$ cat src/rtl/arm_pipe_pkg.sv
// Shared ID/EXE packet layout and EXE command encodings.
// Used by the ID/EXE pipeline register and its neighbouring stages.
package arm_pipe_pkg;

    localparam int ID_EXE_PKT_W = 126;

    // Field offsets (LSB of each field) inside the ID/EXE packet
    localparam int OFF_STATUS   = 0;
    localparam int OFF_DEST     = 4;
    localparam int OFF_B        = 8;
    localparam int OFF_S        = 9;
    localparam int OFF_WB_EN    = 10;
    localparam int OFF_MEM_W_EN = 11;
    localparam int OFF_MEM_R_EN = 12;
    localparam int OFF_EXE_CMD  = 13;
    localparam int OFF_IMM      = 17;
    localparam int OFF_SHIFT_OP = 18;
    localparam int OFF_VAL_RM   = 30;
    localparam int OFF_VAL_RN   = 62;
    localparam int OFF_PC       = 94;

    // EXE command encodings (CMP/SUB, TST/AND and LDR/STR/ADD share codes)
    localparam logic [3:0] EXE_MOV = 4'b0001;
    localparam logic [3:0] EXE_MVN = 4'b1001;
    localparam logic [3:0] EXE_ADD = 4'b0010;
    localparam logic [3:0] EXE_ADC = 4'b0011;
    localparam logic [3:0] EXE_SUB = 4'b0100;
    localparam logic [3:0] EXE_SBC = 4'b0101;
    localparam logic [3:0] EXE_AND = 4'b0110;
    localparam logic [3:0] EXE_ORR = 4'b0111;
    localparam logic [3:0] EXE_EOR = 4'b1000;
    localparam logic [3:0] EXE_CMP = 4'b0100;
    localparam logic [3:0] EXE_TST = 4'b0110;
    localparam logic [3:0] EXE_LDR = 4'b0010;
    localparam logic [3:0] EXE_STR = 4'b0010;

endpackage

$ cat src/rtl/id_exe_pipe_reg_skid.sv
// skid_buffer2: generic 2-entry in-order buffer with flush.
// Exposes next-state occupancy so the owner can register its ready.
module skid_buffer2 #(
    parameter int W = 8
) (
    input  logic         clk,
    input  logic         rst,
    input  logic         flush_i,
    input  logic         push_i,
    input  logic [W-1:0] data_i,
    input  logic         pop_i,
    output logic         valid_o,
    output logic [W-1:0] data_o,
    output logic [1:0]   occ_d_o
);

    logic [1:0]   occ_q, occ_d;
    logic [W-1:0] main_q, main_d;
    logic [W-1:0] skid_q, skid_d;
    logic         take;

    // Occupancy/data next state; skid refills main on a take when full
    always_comb begin
        occ_d  = occ_q;
        main_d = main_q;
        skid_d = skid_q;
        take   = (occ_q != 2'd0) && pop_i;
        case (occ_q)
            2'd0: begin
                if (push_i) begin
                    occ_d  = 2'd1;
                    main_d = data_i;
                end
            end
            2'd1: begin
                if (take && push_i) begin
                    main_d = data_i;
                end else if (take) begin
                    occ_d = 2'd0;
                end else if (push_i) begin
                    occ_d  = 2'd2;
                    skid_d = data_i;
                end
            end
            2'd2: begin
                if (take) begin
                    occ_d  = 2'd1;
                    main_d = skid_q;
                end
            end
            default: occ_d = 2'd0;
        endcase
        if (flush_i) begin
            occ_d  = 2'd0;
            main_d = main_q;
            skid_d = skid_q;
        end
    end

    // State registers with synchronous reset
    always_ff @(posedge clk) begin
        if (rst) begin
            occ_q  <= 2'd0;
            main_q <= '0;
            skid_q <= '0;
        end else begin
            occ_q  <= occ_d;
            main_q <= main_d;
            skid_q <= skid_d;
        end
    end

    assign valid_o = (occ_q != 2'd0);
    assign data_o  = main_q;
    assign occ_d_o = occ_d;

endmodule

$ cat src/rtl/id_exe_pipe_reg.sv
// ID->EXE decoupled pipeline register: skid buffer, freeze, flush, bubbles.
// Optional stall/flush counters under `ID_EXE_STALL_STATS_EN.
import arm_pipe_pkg::*;

module id_exe_pipe_reg #(
    parameter int PKT_W           = ID_EXE_PKT_W,
    parameter bit CLEAR_ON_BUBBLE = 1'b1
) (
    input  logic             clk,
    input  logic             rst,
    input  logic             flush,
    input  logic             freeze,
    input  logic             in_valid,
    output logic             in_ready,
    input  logic [PKT_W-1:0] in_pkt,
    output logic             out_valid,
    input  logic             out_ready,
`ifdef ID_EXE_STALL_STATS_EN
    output logic [31:0]      stall_cnt,
    output logic [31:0]      flush_cnt,
`endif
    output logic [PKT_W-1:0] out_pkt
);

    logic             in_ready_q, in_ready_d;
    logic             acc;
    logic             buf_valid;
    logic [PKT_W-1:0] buf_data;
    logic [1:0]       occ_d;

    assign acc = in_valid && in_ready_q;

    skid_buffer2 #(
        .W (PKT_W)
    ) u_skid (
        .clk     (clk),
        .rst     (rst),
        .flush_i (flush),
        .push_i  (acc),
        .data_i  (in_pkt),
        .pop_i   (out_ready),
        .valid_o (buf_valid),
        .data_o  (buf_data),
        .occ_d_o (occ_d)
    );

    // Ready looks at next occupancy and the freeze sampled this edge
    always_comb begin
        in_ready_d = (occ_d != 2'd2) && !freeze;
    end

    // Registered ready: no combinational path from EXE back into ID
    always_ff @(posedge clk) begin
        if (rst) begin
            in_ready_q <= 1'b1;
        end else begin
            in_ready_q <= in_ready_d;
        end
    end

    // Bubbles are zeroed so EXE sees no write/memory enables
    always_comb begin
        out_pkt = buf_data;
        if (CLEAR_ON_BUBBLE && !buf_valid) begin
            out_pkt = '0;
        end
    end

    assign in_ready  = in_ready_q;
    assign out_valid = buf_valid;

`ifdef ID_EXE_STALL_STATS_EN
    logic [31:0] stall_cnt_q, stall_cnt_d;
    logic [31:0] flush_cnt_q, flush_cnt_d;

    // Count stalled ID cycles and flushes that actually killed something
    always_comb begin
        stall_cnt_d = stall_cnt_q;
        flush_cnt_d = flush_cnt_q;
        if (in_valid && !in_ready_q) begin
            stall_cnt_d = stall_cnt_q + 32'd1;
        end
        if (flush && (buf_valid || acc)) begin
            flush_cnt_d = flush_cnt_q + 32'd1;
        end
    end

    // Counter registers, wrapping modulo 2^32
    always_ff @(posedge clk) begin
        if (rst) begin
            stall_cnt_q <= '0;
            flush_cnt_q <= '0;
        end else begin
            stall_cnt_q <= stall_cnt_d;
            flush_cnt_q <= flush_cnt_d;
        end
    end

    assign stall_cnt = stall_cnt_q;
    assign flush_cnt = flush_cnt_q;
`endif

endmodule

$ cat config.mk
export PLATFORM = sky130hd
export DESIGN_NAME = id_exe_pipe_reg
export DESIGN_NICKNAME = d
export VERILOG_FILES = /design/src/rtl/arm_pipe_pkg.sv /design/src/rtl/id_exe_pipe_reg_skid.sv /design/src/rtl/id_exe_pipe_reg.sv
export SDC_FILE = /design/constraint.sdc
export NUM_CORES = 1
export LEC_CHECK = 0
export CAP_MARGIN = 5
export CORE_UTILIZATION = 55
export CTS_CLUSTER_SIZE = 12
export DETAILED_ROUTE_END_ITERATION = 10
export DONT_BUFFER_PORTS = 1
export PLACE_DENSITY = 0.74
export SYNTH_ARGS = -nofsm -noshare
export SYNTH_HDL_FRONTEND = slang
export SYNTH_SLANG_ARGS = --single-unit
$ cat constraint.sdc
create_clock -name clk -period 1.7 [get_ports clk]
set_input_delay 0.17 -clock clk [delete_from_list [all_inputs] [get_ports clk]]
set_output_delay 0.17 -clock clk [all_outputs]
set_load 0.02 [all_outputs]
# After elaboration in Yosys (flattened, before gate mapping)
# Index checks and enable logic that the tools add are counted.
# Widths: inputs -> output; s select.
totals:
  ff_bits: 255
  out_inout_bits: 128
  elab_cells: 35
classes:
  n_eq_ne: 6
  mux: 12
  bitwise: 3
  n_reduce_logical: 10
op_table:
  columns: ["cell", "n"]
  rows:
  - ["$mux 126", 4]
  - ["$pmux 126 s3", 1]
  - ["$mux 2", 6]
  - ["$reduce_and 5->1", 2]
  - ["$ne 2x1->1 const B", 3]
  - ["$pmux 2 s3", 1]
  - ["$logic_and 1x1->1", 4]
  - ["$not 1->1", 3]
  - ["$reduce_bool 3->1", 1]
  - ["$eq 2x1->1 const B", 1]
  - ["$eq 2x2->1 const B", 1]
  - ["$logic_not 2->1", 1]
  - ["$ne 2x2->1 const B", 1]
  - ["$reduce_bool 2->1", 1]
  - ["$logic_not 1->1", 1]

# Logic depth before layout (Yosys ltp)
# Gate-level depths: netlist (run 1).
depth:
  word_depth: 8
  mapped_depth: 7

# By module
# From an unflattened synthesis (run 1), not the netlist that was laid out.
unflattened:
  cells_unflattened: 1433
  area_unflattened_um2: 12434.4
modules_own_cells:
  columns: ["mod", "n_inst", "cells_per_inst", "area_each_um2", "seq_area_each_um2"]
  rows:
  - ["skid_buffer2", 1, 1290, 11509.8, 5084.9]
  - ["id_exe_pipe_reg", 1, 143, 924.6, 20.0]

# Worst setup path before layout (run 1)
# OpenSTA, ideal clock, no wires.
synth_timing:
  path_kind: "register to register"
  startpoint: "reg in_ready_q, in the netlist in_ready"
  endpoint: "reg u_skid.skid_q[44]"
  setup_ns: 0.132
  arrival_ns: 1.592
  slack_ns: -0.024
  path_stages_with_launch: 8
  n_path_buf: 3
  period_less_slack_ns: 1.724
  path_cell_list: "dfxtp_1 -> nand4b_1 -> or3_1 -> clkbuf_1 -> buf_2 -> buf_2 -> nand2_1 -> a21oi_1"
synth_via:
  elab_chain_cells: 4
synth_lines:
  columns: ["item", "line", "source"]
  rows:
  - ["start: declaration", "id_exe_pipe_reg.sv:25", "logic in_ready_q, in_ready_d;"]
  - ["start signal: assignment", "id_exe_pipe_reg.sv:57", "in_ready_q <= in_ready_d;"]
  - ["$logic_and 1x1->1 (*)", "id_exe_pipe_reg.sv:31", "assign acc = in_valid && in_ready_q;"]
  - ["$logic_and 1x1->1", "id_exe_pipe_reg_skid.sv:36", "if (take && push_i) begin"]
  - ["$not 1->1 (no source line)", null, null]
  - ["$reduce_and 5->1 (no source line) (*)", null, null]
  - ["end signal: assignment", "id_exe_pipe_reg_skid.sv:69", "skid_q <= skid_d;"]
  - ["end: declaration", "id_exe_pipe_reg_skid.sv:19", "logic [W-1:0] skid_q, skid_d;"]
# Every way passes the cells marked *; elsewhere a longest branch is shown, timed or not.
# A chain may end at the register's enable or synchronous reset.

# Worst setup path after layout (run 1)
layout_timing:
  startpoint: "reg u_skid.occ_q[1]"
  endpoint: "reg u_skid.main_q[59], in the netlist u_skid.data_o[59]"
layout_via:
  elab_chain_cells: 5
  word_cells_on_any_way: 12
layout_lines:
  columns: ["item", "line", "source"]
  rows:
  - ["start: declaration", "id_exe_pipe_reg_skid.sv:17", "logic [1:0] occ_q, occ_d;"]
  - ["start signal: assignment", "id_exe_pipe_reg_skid.sv:63", "occ_q <= 2'd0;"]
  - ["start signal: assignment", "id_exe_pipe_reg_skid.sv:67", "occ_q <= occ_d;"]
  - ["$reduce_bool 2->1", "id_exe_pipe_reg_skid.sv:27", "take = (occ_q != 2'd0) && pop_i;"]
  - ["$logic_and 1x1->1", "id_exe_pipe_reg_skid.sv:27", null]
  - ["$logic_and 1x1->1", "id_exe_pipe_reg_skid.sv:36", null]
  - ["$ne 2x1->1 (no source line)", null, null]
  - ["$reduce_and 5->1 (no source line)", null, null]
  - ["end signal: assignment", "id_exe_pipe_reg_skid.sv:68", "main_q <= main_d;"]
  - ["end: declaration", "id_exe_pipe_reg_skid.sv:18", "logic [W-1:0] main_q, main_d;"]
# Several ways; a longest one is shown, not always the timed one.

==> impl_metrics.yaml, run 1 <==
detailed_routing:
  dr.pass1.iters: 8
  wl_um: 30800
  drt.antenna.violating_nets: 0
  drt_iter0_drc: 553
  via_count: 9042
  post_drt_wl_per_cell_um: 19.9
  viasPerCell: 5.85
  drc: 0
final_layout:
  final_cell_mix: "nand2_1, dfxtp_1, mux2i_1, nor2_1, and2_4"
  area.growth.synth_to_final_pct: 25.3
  multi_input_area_mm2: 0.00568
  seq_area_mm2: 0.00511
  post-route-util: 0.711
  final_common_cell: "nand2_1"
  design_area_mm2: 0.0135
  nFillCells: 1376
  nets: 1406
  layout-drive-gt1-share: 0.218
  finalNonFillerCells: 1546
  diodes: 0
synthesis:
  syn_nets: 1396
  synth_cell_types: 23
  ys_seq_area_frac: 0.475
  yosys.area.top_type: "dfxtp_1"
  syn-instance-count: 1264
  yosys-top-cells-area: "dfxtp_1, mux2i_1, a211oi_1"
  syn_area_mm2: 0.0108
  ys.warnings.count: 0
  postSynthAreaPerCell_um2: 8.51
  synth_top_area_share: 0.475
  yosys_register_bits: 255
global_route:
  use_met2: 0.398
  grt_pass1_wl_um: 39000
  met1_usage: 0.295
  grt_use_total: 0.237
  grt_max_degree: 256
  use_met3: 0.0655
  grt_overflow_total: 0
  top_usage_layer: "met2"
  antenna_found_initial: 0
  grt_pass1_vias: 7658
sta:
  skew_ns: 0.00334
  setup_viol: 357
  period_needed_ns: 1.86
  tns_ns: -15.49
  timing.hold.ws_ns: -0.266
  tightestPinTransition_ns: 0.402
  rsz0062_at_grt: "yes"
  maxSlewViolCount: 0
  fmax_mhz: 538
  hold_viol: 254
  setup_slack_ns: -0.158
  timing.final.crit_share: 1.09
  slew_headroom: 0.732
clock_tree:
  cts_max_path_buffers: 3
  cts.sinks: 255
  cts_tree: "done"
  h-tree-depth: 1
  path_clk_slew_ns: 0.06
  root_buffer: "clkbuf_16"
  cts_buffers: 27
  clock_latency_ns: 0.52
setup_path:
  slowest_delay_ns: 0.36
  cp-start-kind: "register"
  reg2reg_to: "u_skid.data_o[59]"
  crit_type: "register to register"
  r2r_setup_slack_ns: -0.16
  endpoint_kind: "register"
  critical-path-top-cell-by-count: "buf_12"
  worstReg2RegStart: "u_skid.occ_q[1]"
  crit_arrival_ns: 2.26
  r2r_cells: 8
  crit_path_top_delay_cell: "dfxtp_4"
  cp_max_fo: 8
  path_cells: "buf_4 -> nand4b_1 -> a31oi_4 -> buf_12 -> buf_12 -> clkbuf_16 -> nor2_1 -> a211oi_1"
  worstPathRequired_ns: 2.10
job:
  maxCapViolations: 0
die:
  core.rowCount: 50
  die-area_mm2: 0.0201
  die_x_um: 142
  die_y_um: 142
  start_util: 0.567
  io_pins: 260
  coreArea_mm2: 0.0190
worst_hold_path:
  hp-start: "rst"
  hold_class: "primary input to register"
  min_path_cells: 1
  min_to: "u_skid.skid_q[31]"
power:
  p_clk_frac: 0.410
  p_int_mw: 10.0
  leakagePower_nw: 5.67
  irDropWorstVdd_mv: 0.814
  switching_share: 0.232
  switching_power_mw: 3.02
  p_total_mw: 13.0
  power_frac_seq: 0.490
  p_per_area_mw_per_mm2: 968
  power_frac_comb: 0.100
placed_design:
  dpl_worst_slack_ns: 0.00928
  hpwl_um: 15300
  dp_cells: 1443
  place_area_mm2: 0.0111
  io_buffers: 0
  gp_congestion: 0.741
run_status:
  violations: "negative hold slack, negative setup slack"
  outcome: "finished with violations"
==> worst max path at each step <==
stage	from	endpoint	slack, ns	depth (start not counted)
floorplan	in_ready	u_skid.skid_q[44]	0.09	7
global placement	u_skid.occ_q[1]	u_skid.skid_q[73]	0.1	5
detailed placement	u_skid.occ_q[1]	u_skid.data_o[108]	0.009	6
CTS	u_skid.occ_q[0]	out_pkt[12]	-0.14	3
global route	u_skid.occ_q[1]	u_skid.data_o[59]	-0.18	8
finish	u_skid.occ_q[1]	u_skid.data_o[59]	-0.16	8
==> area by class of cell <==
class                           count  share of cell area
Clock buffer                       39              0.0550
Multi-Input combinational cell    901               0.421
Sequential cell                   255               0.380
Clock inverter                      2             0.00260
Tap cell                          260              0.0241
Timing Repair Buffer               89               0.117
==> routing by layer <==
metal	vias to the layer above	routed length [um]	part of all wire
met4	0	1150	0.037
met2	430	15000	0.49
met1	4245	11800	0.38
met3	89	2840	0.092
met5	-	0	0
li1	4278	-	-
==> registers in the layout, indices dropped and copies added (netlist names) <==
register and count:
u_skid.data_o 126, u_skid.skid_q 126, in_ready 1, u_skid.occ_q 2
==> critical path, delay by kind of cell, from the launching register on <==
| kind | cells | cell delay, ns |
|---|---|---|
| flip-flops | 1 | 0.36 |
| AO/OA/AOI/OAI | 2 | 0.47 |
| buffers and inverters | 4 | 0.62 |
| AND/OR/NAND/NOR | 2 | 0.28 |
==> synthesized netlist by cell type, drive strengths merged <==
master	number
dfxtp	255
nand2	253
a211oi	127
a21oi	126
and2	126
mux2i	126
nor2	126
clkbuf	67
buf	43
nand2b	2
nand4b	2
nor3	2
a31oi	1
nand3b	1
nand4bb	1
nor2b	1
o21a	1
o21bai	1
or2	1
or3	1
xnor2	1
==> power by group through the flow <==
| stage | logic (mW) | clock network, mW | registers (mW) |
|---|---|---|---|
| floorplan | 0.745 | 0 | 6.45 |
| global placement | 0.810 | 0 | 6.48 |
| detailed placement | 0.834 | 0 | 6.49 |
| CTS | 0.905 | 5.42 | 6.37 |
| global route | 1.38 | 5.68 | 6.41 |
| finish | 1.30 | 5.35 | 6.39 |
==> cells by family (layout without fill, tap and decap cells) <==
family,after synthesis,after routing,share of synthesized area
AO/OA/AOI/OAI,256,256,0.150
flip-flops,255,255,0.475
buffers and inverters,110,130,0.0439
multiplexers,126,126,0.117
AND/OR/NAND/NOR,516,518,0.213
XOR/XNOR,1,1,0.000815
==> timing repair <==
| action | CTS | global route |
|---|---|---|
| setup buffers | 5 | 16 |
| gates cloned | 1 | 37 |
| endpoints found under the setup margin | 129 | 368 |
| hold buffers | 3 | 1 |
| hold endpoints to repair | 255 | 254 |
| pin swaps | 28 | 87 |
| resized for setup | 169 | 153 |
(Power assumes the default switching activity.)
==> run 2, diff against run 1 <==
- CORE_MARGIN: default -> 2
==> impl_metrics.yaml, run 2 (synthesis results as in run 1) <==
die:
  die_y_um: 144
  die-area_mm2: 0.0207
  coreArea_mm2: 0.0193
  io_pins: 260
  die_x_um: 144
  start_util: 0.556
  core.rowCount: 51
detailed_routing:
  drt.antenna.violating_nets: 0
  via_count: 8577
  dr.pass1.iters: 5
  wl_um: 28000
  drt_iter0_drc: 534
  viasPerCell: 5.64
  post_drt_wl_per_cell_um: 18.4
  drc: 0
sta:
  skew_ns: 0.0126
  timing.hold.ws_ns: -0.270
  rsz0062_at_grt: "yes"
  setup_viol: 127
  timing.final.crit_share: 1.05
  fmax_mhz: 558
  period_needed_ns: 1.79
  setup_slack_ns: -0.0913
  slew_headroom: 0.484
  hold_viol: 254
  maxSlewViolCount: 0
  tightestPinTransition_ns: 0.774
worst_hold_path:
  min_to: "u_skid.skid_q[32]"
  min_path_cells: 1
  hp-start: "rst"
  hold_class: "primary input to register"
power:
  irDropWorstVdd_mv: 0.804
  p_per_area_mw_per_mm2: 1020
  switching_power_mw: 3.00
  leakagePower_nw: 5.41
  power_frac_comb: 0.082
  p_int_mw: 10.1
  p_clk_frac: 0.432
  power_frac_seq: 0.486
  switching_share: 0.229
  p_total_mw: 13.1
setup_path:
  r2r_cells: 6
  endpoint_kind: "output port"
  crit_type: "register to output port"
  r2r_setup_slack_ns: -0.01
  slowest_delay_ns: 0.37
  cp-start-kind: "register"
  crit_arrival_ns: 1.62
  worstReg2RegStart: "u_skid.occ_q[0]"
  path_cells: "or2_4 -> clkbuf_16 -> and2_4"
  reg2reg_to: "u_skid.data_o[86]"
  cp_max_fo: 9
  crit_path_top_delay_cell: "dfxtp_4"
  worstPathRequired_ns: 1.53
placed_design:
  hpwl_um: 15100
  place_area_mm2: 0.0110
  gp_congestion: 0.768
  io_buffers: 0
global_route:
  grt_overflow_total: 0
  grt_pass1_vias: 7583
  grt_pass1_wl_um: 38200
  grt_max_degree: 256
  antenna_found_initial: 0
  grt_use_total: 0.224
clock_tree:
  cts_tree: "done"
  cts_hold_buf: 3
  h-tree-depth: 1
  clock_latency_ns: 0.53
  path_clk_slew_ns: 0.06
  cts_buffers: 27
  root_buffer: "clkbuf_16"
  cts.sinks: 255
  cts_max_path_buffers: 3
job:
  maxCapViolations: 0
final_layout:
  final_cell_mix: "nand2_1, dfxtp_1"
  diodes: 0
  area.growth.synth_to_final_pct: 19.4
  nets: 1371
  design_area_mm2: 0.0128
  layout-drive-gt1-share: 0.188
  post-route-util: 0.664
  final_common_cell: "nand2_1"
run_status:
  violations: "negative hold slack, negative setup slack"
  outcome: "finished with violations"
-- run 2: changes by cell type in the layout (fill, tap and decap cells not counted), moves of 3 or more --
cell	delta
clkbuf_16	-10
a21oi_1	+15
a211oi_1	+8
buf_12	-8
buf_6	-9
a21oi_2	-15
clkbuf_1	-3
a211oi_2	-8
clkbuf_8	+6
and2_1	-7
and2_4	+7
buf_8	-3
-- run 2: layout make-up --
| cell class | instances | area (um2) |
|---|---|---|
| Clock inverter | 3 | 40.0 |
| Fill cell | 1514 | 6500 |
| Clock buffer | 42 | 812 |
| Sequential cell | 255 | 5110 |
| Timing Repair Buffer | 54 | 945 |
| Multi-Input combinational cell | 901 | 5590 |
| Tap cell | 265 | 332 |
-- run 2: how the worst max path moves through the flow --
stage / start / endpoint / cells past startpoint
2_1_floorplan: in_ready / u_skid.skid_q[44] / 7
3_3_place_gp: u_skid.occ_q[1] / u_skid.data_o[113] / 6
3_5_place_dp: u_skid.occ_q[1] / u_skid.data_o[34] / 6
4_1_cts: u_skid.occ_q[0] / out_pkt[81] / 3
5_1_grt: u_skid.occ_q[1] / out_pkt[92] / 3
6_report: u_skid.occ_q[1] / out_pkt[92] / 3
-- run 2: repair_timing --
action | in CTS | in global routing
gates cloned | 0 | 20
resized for setup | 110 | 180
setup endpoints to repair | 130 | 262
endpoints found under the hold margin | 255 | 254
setup buffers | 1 | 7
pin swaps | 5 | 36
-- run 2: power groups by stage --
stage          combinational [mW]  sequential (mW)  clock [mW]
6_report                     1.08             6.39        5.68
5_1_grt                      1.18             6.41        6.02
4_1_cts                     0.857             6.37        5.76
3_5_place_dp                0.831             6.49           0
3_3_place_gp                0.808             6.48           0
2_1_floorplan               0.745             6.45           0
-- run 2: critical path, delay by kind of cell (launching register included) --
kind | cells | cell delay (ns)
flip-flops | 1 | 0.37
buffers and inverters | 1 | 0.20
AND/OR/NAND/NOR | 2 | 0.53
-- run 2: layer usage --
layer / GRT usage / vias up / part of all wire
met1: 0.283 / 4039 / 0.41
met3: 0.0746 / 63 / 0.084
met2: 0.361 / 261 / 0.48
met4: 0.0743 / 0 / 0.027
met5: 0 / - / 0
li1: - / 4214 / -
-- run 2: through the flow --
| step | setup TNS [ns] | hold WS [ns] | setup WS [ns] | cells |
|---|---|---|---|---|
| CTS | -13.04 | -0.285 | -0.124 | 1493 |
| finish | -8.01 | -0.270 | -0.0913 | 1520 |
| global placement | 0 | 0.253 | 0.104 | 1444 |
| global route | -14.32 | -0.292 | -0.135 | 1520 |
| detailed placement | 0 | 0.255 | 0.00133 | 1444 |
| floorplan | 0 | 0.247 | 0.0855 | 1264 |
==> run 3, diff against run 2 <==
--- a/constraint.sdc
+++ b/constraint.sdc
@@ -3,2 +3,2 @@
 set_output_delay 0.17 -clock clk [all_outputs]
-set_load 0.02 [all_outputs]
+set_load 0.05 [all_outputs]
==> impl_metrics.yaml, run 3 (synthesis results as in run 1) <==
run_status:
  outcome: "finished with violations"
  violations: "negative hold slack, negative setup slack"
sta:
  setup_viol: 360
  maxSlewViolCount: 0
  hold_viol: 201
  tns_ns: -65.76
  setup_slack_ns: -0.421
  slew_headroom: 0.472
  rsz0062_at_grt: "yes"
  timing.hold.ws_ns: -0.269
  skew_ns: 0.0168
  period_needed_ns: 2.12
  timing.final.crit_share: 1.25
  fmax_mhz: 471
  tightestPinTransition_ns: 0.792
job:
  maxCapViolations: 0
detailed_routing:
  met2WireLength_um: 18100
  top_layer: "met4"
  post_drt_wl_per_cell_um: 21.7
  dr.pass1.iters: 5
  drt.antenna.violating_nets: 0
  viasPerCell: 5.93
  via_count: 9961
  wl_um: 36400
  drc: 0
  dr_wl_met3_um: 3550
  wirelength_met1_um: 13000
  drt_iter0_drc: 715
clock_tree:
  cts_tree: "done"
  cts_max_path_buffers: 3
  root_buffer: "clkbuf_16"
  path_clk_slew_ns: 0.06
  cts.sinks: 255
  cts_buffers: 28
  h-tree-depth: 1
  clock_latency_ns: 0.53
setup_path:
  endpoint_kind: "output port"
  cp-startpoint: "u_skid.occ_q[1]"
  critical-path-top-cell-by-count: "buf_6"
  worstPathRequired_ns: 1.53
  reg2reg_to: "u_skid.data_o[12]"
  r2r_setup_slack_ns: -0.20
  crit_path_top_delay_cell: "dfxtp_2"
  setup.worst_path.end: "out_pkt[68]"
  crit_type: "register to output port"
  slowest_delay_ns: 0.35
  critPathTopFamily: "buffers and inverters"
  critPathBufInv: 4
  cp_num_cells: 6
  cp-start-kind: "register"
  path_cells: "buf_6 -> or2_4 -> buf_8 -> buf_6 -> and2_1 -> buf_12"
  worstReg2RegStart: "u_skid.occ_q[1]"
  crit_arrival_ns: 1.95
  cp_max_fo: 9
  r2r_cells: 9
global_route:
  grt_pass1_wl_um: 41100
  grt_use_total: 0.243
  antenna_found_initial: 0
  grt_pass1_vias: 8274
  grt_overflow_total: 0
  grt_max_degree: 256
die:
  die_y_um: 144
  start_util: 0.556
  core.rowCount: 51
  die-area_mm2: 0.0207
  die_x_um: 144
  io_pins: 260
  coreArea_mm2: 0.0193
final_layout:
  nets: 1525
  diodes: 0
  layout-drive-gt1-share: 0.291
  area.growth.synth_to_final_pct: 47.9
  design_area_mm2: 0.0159
  final_cell_mix: "nand2_1, dfxtp_1, a21oi_1, mux2i_1, nor2_1"
  final_common_cell: "nand2_1"
placed_design:
  io_buffers: 0
  place_area_mm2: 0.0130
  hpwl_um: 16600
  dpl_worst_slack_ns: 0.0489
  gp_congestion: 0.774
power:
  leakagePower_nw: 6.68
  p_total_mw: 14.4
  irDropWorstVdd_mv: 0.810
  p_per_area_mw_per_mm2: 904
worst_hold_path:
  hold_class: "primary input to register"
## run 3: worst reg2reg max path, delay by kind of cell (launching register included)
family	cells	cell delay, ns
DFF	1	0.35
AOI/OAI and AO/OA	2	0.34
and+or+nand+nor	1	0.23
buffers and inverters	6	0.84
## run 3: stage by stage
| step | util | cells | hold WS [ns] |
|---|---|---|---|
| after floorplan | - | 1264 | 0.247 |
| after global placement | 0.670 | 1537 | 0.253 |
| after detailed placement | 0.670 | 1537 | 0.254 |
| after CTS | 0.722 | 1591 | -0.297 |
| after global routing | 0.823 | 1679 | -0.292 |
| final | 0.823 | 1679 | -0.269 |
## run 3: cell type report
type,instances,area (um2)
Sequential cell,255,5110
Clock inverter,3,18.8
Clock buffer,48,937
Tap cell,265,332
Multi-Input combinational cell,899,5770
Fill cell,1000,3430
Timing Repair Buffer,209,3740
## run 3: power breakdown
part	switching, mW	internal, mW
combinational	0.920	0.921
sequential	0.159	6.24
clock	2.42	3.71
## run 3: worst min path at each step
stage / start / to / cells past startpoint
after floorplan: flush / u_skid.occ_q[0] / 1
after global placement: flush / u_skid.occ_q[0] / 1
after detailed placement: flush / u_skid.occ_q[0] / 1
after CTS: rst / u_skid.skid_q[29] / 1
after global routing: rst / u_skid.skid_q[39] / 1
final: rst / u_skid.data_o[32] / 1
## run 3: repair_timing
action / 4_1_cts / 5_1_grt
setup buffers: 0 / 21
pin swaps: 0 / 134
hold buffers: 3 / 25
setup endpoints to repair: 127 / 160
hold endpoints to repair: 255 / 254
gates resized for setup: 8 / 202
gates cloned: 0 / 42
## run 3: metal layers
| layer | vias up | global-route usage |
|---|---|---|
| li1 | 4533 | - |
| met1 | 4732 | 0.278 |
| met2 | 560 | 0.421 |
| met3 | 136 | 0.0810 |
| met4 | 0 | 0.0924 |
| met5 | - | 0 |
